===== config.mk =====
export PLATFORM = sky130hd
export DESIGN_NAME = servant_bus_sched
export DESIGN_NICKNAME = d
export VERILOG_FILES = /design/src/rtl/servant_bus_sched.sv
export SDC_FILE = /design/constraint.sdc
export NUM_CORES = 1
export LEC_CHECK = 0
export ABC_CLOCK_PERIOD_IN_PS = 4300
export CORE_AREA = 4 4 147 149
export DETAILED_ROUTE_END_ITERATION = 6
export DIE_AREA = 0 0 151 153
export GPL_ROUTABILITY_DRIVEN = 0
export HOLD_SLACK_MARGIN = 0.12
export SYNTH_ARGS = -nofsm -noshare
export SYNTH_HDL_FRONTEND = slang
export SYNTH_SLANG_ARGS = --single-unit

===== constraint.sdc =====
create_clock -name i_clk -period 4.3 [get_ports i_clk]
set_input_delay 0.86 -clock i_clk [delete_from_list [all_inputs] [get_ports i_clk]]
set_output_delay 0.86 -clock i_clk [all_outputs]
set_load 0.02 [all_outputs]

===== src/rtl/servant_bus_sched.sv =====
// Three-master to one-slave Wishbone scheduler: m0 fixed priority, m1/m2 round-robin.
// Grant registered one cycle after request; ack forwarded same cycle; forced ack after TIMEOUT wait cycles.
module servant_bus_sched #(
  parameter int unsigned TIMEOUT = 255
) (
  input  logic        i_clk,
  input  logic        i_rst,
  input  logic [31:0] i_m0_adr,
  input  logic [31:0] i_m0_dat,
  input  logic [3:0]  i_m0_sel,
  input  logic        i_m0_we,
  input  logic        i_m0_cyc,
  output logic [31:0] o_m0_rdt,
  output logic        o_m0_ack,
  input  logic [31:0] i_m1_adr,
  input  logic [31:0] i_m1_dat,
  input  logic [3:0]  i_m1_sel,
  input  logic        i_m1_we,
  input  logic        i_m1_cyc,
  output logic [31:0] o_m1_rdt,
  output logic        o_m1_ack,
  input  logic [31:0] i_m2_adr,
  input  logic        i_m2_cyc,
  output logic [31:0] o_m2_rdt,
  output logic        o_m2_ack,
  output logic [31:0] o_wb_adr,
  output logic [31:0] o_wb_dat,
  output logic [3:0]  o_wb_sel,
  output logic        o_wb_we,
  output logic        o_wb_cyc,
  input  logic [31:0] i_wb_rdt,
  input  logic        i_wb_ack,
  output logic [1:0]  o_grant,
  output logic        o_timeout
);

  typedef enum logic {IDLE, BUSY} state_t;

  localparam logic [15:0] WAIT_LAST = 16'(TIMEOUT - 1);

  state_t      state_q, state_d;
  logic [1:0]  grant_q, grant_d;
  logic [15:0] cnt_q, cnt_d;
  logic        rr_q, rr_d;   // 0: m1 wins a tie with m2, 1: m2 wins

  logic g_cyc, act, live, fire_to, done;

  always_comb begin
    g_cyc = 1'b0;
    case (grant_q)
      2'd0:    g_cyc = i_m0_cyc;
      2'd1:    g_cyc = i_m1_cyc;
      2'd2:    g_cyc = i_m2_cyc;
      default: g_cyc = 1'b0;
    endcase

    act     = (state_q == BUSY) && !i_rst;
    live    = act && g_cyc;
    // A slave ack landing on the last wait cycle takes precedence over the forced completion.
    fire_to = live && !i_wb_ack && (cnt_q == WAIT_LAST);
    done    = live && (i_wb_ack || fire_to);

    o_wb_adr  = 32'h0;
    o_wb_dat  = 32'h0;
    o_wb_sel  = 4'h0;
    o_wb_we   = 1'b0;
    o_wb_cyc  = live;
    o_grant   = act ? grant_q : 2'd3;
    o_timeout = fire_to;
    if (act) begin
      case (grant_q)
        2'd0: begin
          o_wb_adr = i_m0_adr; o_wb_dat = i_m0_dat; o_wb_sel = i_m0_sel; o_wb_we = i_m0_we;
        end
        2'd1: begin
          o_wb_adr = i_m1_adr; o_wb_dat = i_m1_dat; o_wb_sel = i_m1_sel; o_wb_we = i_m1_we;
        end
        2'd2: begin
          o_wb_adr = i_m2_adr; o_wb_sel = 4'hF;
        end
        default: ;
      endcase
    end

    o_m0_rdt = fire_to ? 32'h0 : i_wb_rdt;
    o_m1_rdt = o_m0_rdt;
    o_m2_rdt = o_m0_rdt;
    o_m0_ack = done && (grant_q == 2'd0);
    o_m1_ack = done && (grant_q == 2'd1);
    o_m2_ack = done && (grant_q == 2'd2);

    state_d = state_q;
    grant_d = grant_q;
    cnt_d   = cnt_q;
    rr_d    = rr_q;
    case (state_q)
      IDLE: begin
        if (i_m0_cyc || i_m1_cyc || i_m2_cyc) begin
          state_d = BUSY;
          cnt_d   = 16'h0;
          if (i_m0_cyc)                  grant_d = 2'd0;
          else if (i_m1_cyc && i_m2_cyc) grant_d = rr_q ? 2'd2 : 2'd1;
          else if (i_m1_cyc)             grant_d = 2'd1;
          else                           grant_d = 2'd2;
        end
      end
      BUSY: begin
        if (!g_cyc || done) begin
          state_d = IDLE;
          grant_d = 2'd3;
          if (done && grant_q == 2'd1) rr_d = 1'b1;
          if (done && grant_q == 2'd2) rr_d = 1'b0;
        end else begin
          cnt_d = cnt_q + 16'd1;
        end
      end
      default: state_d = IDLE;
    endcase
  end

  always_ff @(posedge i_clk) begin
    if (i_rst) begin
      state_q <= IDLE;
      grant_q <= 2'd3;
      cnt_q   <= 16'h0;
      rr_q    <= 1'b0;
    end else begin
      state_q <= state_d;
      grant_q <= grant_d;
      cnt_q   <= cnt_d;
      rr_q    <= rr_d;
    end
  end

endmodule


==> qor.txt <==
status -> finished, final reports clean
ys flop type -> dfxtp_1
unrepaired setup endpoints after global routing -> false
Post-Syn Nets -> 700
final max-slew violation count -> 0
Pwr per Cell Area -> 151 nW/um^2
met3 wire len -> 1.89 mm
number of hold violations in the final report -> 0
Finished Core Util -> 0.349
CTS Hold Buffers Added -> 0
ys async rst share -> 0
CP dominant cell by count -> clkdlybuf4s50_1
Hold WS -> 495 ps
Netlist Area Pre-Place -> 3320 um^2
register bit total from synthesis -> 20
Place WS -> 277 ps
Post-synth EDFFs -> 0
Design Power -> 1.06 mW
Finished Cell Area -> 7040 um^2
Simple-Gate Fraction of Synth Area -> 0.326
Pleak -> 2.78 nW
Cells after DPL -> 1,052
post-synthesis compound-gate area fraction -> 0.147
detailed placement HPWL -> 16.0 mm
Final setup viols -> 0
maxcap violations -> 0
slowest cell delay on critical path -> 700 ps
wire per inst -> 17.9 um
distinct cell type count after synthesis -> 48
HP Class -> reg -> reg
Slowest-stage cell, CP -> clkdlybuf4s50_1
first-pass GRT wire length -> 26.6 mm
multiplexer share of the synthesized area -> 0.205
routed wl met2 -> 9.70 mm
crit path DAT -> 3160 ps
initial antenna violation count -> 1
post_cts resized -> 0
IR Drop Worst-Case VDD -> 0.0956 mV
vias -> 4,501
Placed Area -> 6960 um^2
Setup TNS -> 0 ps
Fin Clk Skew -> 3.67 ps
Setup CP Type -> in -> out
die area -> 23,100 um^2
largest net degree at the start of global routing -> 59
# clock sinks -> 20
H-tree Lvls -> 1
Final Net Count -> 997
fmax -> 249 MHz
antenna fix cells -> 0
IO Port Bufs -> 379
DRT met1 WL -> 7.09 mm
root buffer cell -> clkbuf_16
post-synthesis adder-cell area fraction -> 0.00753
actual slew at the worst max-slew pin -> 837 ps
crit path time final -> 4020 ps
DRC -> 0
top sig layer -> met5
row count -> 52
Clock Pin Slew Worst Setup and Hold Paths -> 50 ps
Die Ht -> 153 um
post-synth top area share -> 0.205
critical-path cell list -> clkdlybuf4s50_1 > mux2i_1 > o21a_1 > nand2b_1 > nor3_2 > buf_12 > nor2b_1 > clkdlybuf4s50_1
sequential share of the synthesized area -> 0.120
CTS tree -> yes
post-route ant nets -> 0
Yosys Warn Count -> 0
Clock Tree Buf Depth -> 2
share of layout cells above drive strength 1 -> 0.0433
cell taking the most area after synthesis -> mux2i_1
Syn Inst Count -> 490
post-synthesis xor/xnor area fraction -> 0
worst endpoint required time -> 3440 ps
GRT Util Overall -> 0.149
crit path capture type -> output port
largest cells by area after synthesis -> mux2i_1 20%, buf_4 15%, nor2_1 12%
syn avg cell area -> 6.78 um^2
largest family of logic cells by synthesized area -> simple AND/OR/NAND/NOR gates
CP Launch Type -> input port
Boundary Pins -> 380
Worst Setup Slack, final -> 283 ps
highest net fanout along the worst path -> 33
die width -> 151 um
Vias/cell -> 4.26
final WL -> 18.9 mm
Final Instance Count excl. Fillers -> 1,056
remaining global-route overflow -> 0
Fill cells -> 2,119
Post-CTS Setup Bufs -> 0
clk_lat worst skew -> 260 ps
total CTS buffers -> 3
Starting Density -> 0.165
Layout area overhead -> 112%
relative slew slack -> 0.442
Core Footprint -> 20,200 um^2
vias in the first global route -> 4,276
DRT Pass-1 Iters -> 6
fin crit share -> 0.934
Starting DRT DRC Count -> 243
Yosys cell counts (6+ instances only):
cell / number
nor3_1: 14
dfxtp_1: 20
nand2_1: 10
o31ai_1: 8
clkbuf_1: 26
a211oi_1: 6
inv_1: 6
buf_4: 65
buf_1: 7
a21oi_1: 44
nor2_1: 107
nand2b_1: 6
nand3_1: 10
nor2b_1: 37
mux2i_1: 68
flip-flops by register name (all words and copies together), names as in the netlist:
| signal | flops |
|---|---|
| cnt_q | 16 |
| grant_q | 2 |
| rr_q | 1 |
| state_q | 1 |
area by class of cell:
type	instances	area, um^2	area share
tap	270	338	0.0480
timing repair buffer	391	3910	0.555
multi-input combinational	365	2280	0.325
sequential	20	405	0.0576
clock buffer	4	78.8	0.0112
inverter	6	22.5	0.00320
worst max-delay path, delay by kind of cell:
kind	cells	cell delay [ps]
multiplexers	1	160
AO/OA/AOI/OAI	1	180
AND/OR/NAND/NOR	3	620
buffers and inverters	3	1310
layout by cell type (no fill, tap or decap), types with 6 or more instances in the layout:
master / count
nand2b_1: 6
a211oi_1: 6
a21oi_1: 44
nand2_1: 10
dfxtp_1: 18
nand3_1: 10
clkdlybuf4s50_1: 374
nor3_1: 13
inv_1: 6
nor2_1: 107
mux2i_1: 68
buf_4: 14
nor2b_1: 36
o31ai_1: 8
final timing paths:
check	start	endpoint	slack, ps	cells after the start
worst max-delay path	i_m0_cyc	o_m2_rdt[8]	280	8
worst min-delay path	cnt_q[15]	cnt_q[15]	500	2
worst max register to register	cnt_q[10]	cnt_q[14]	1870	5
worst min register to register	cnt_q[15]	cnt_q[15]	500	2
routing by layer:
metal	global-route usage	up-vias
met5	0	-
met4	0.0237	2
met3	0.0409	13
met2	0.279	254
met1	0.170	2008
li1	-	2224
power breakdown:
part | leakage [nW] | total, mW | internal, mW | switching [mW]
clock network | 0.0382 | 0.198 | 0.126 | 0.0717
registers | 0.162 | 0.204 | 0.190 | 0.0135
logic | 2.58 | 0.662 | 0.367 | 0.295
cell families after synthesis:
group	after synthesis
buffers and inverters	105
flip-flops	20
AO/OA/AOI/OAI	77
adder cells (fa/ha/maj)	2
AND/OR/NAND/NOR	218
multiplexers	68
Note: power is estimated with default switching activity, not from simulation.
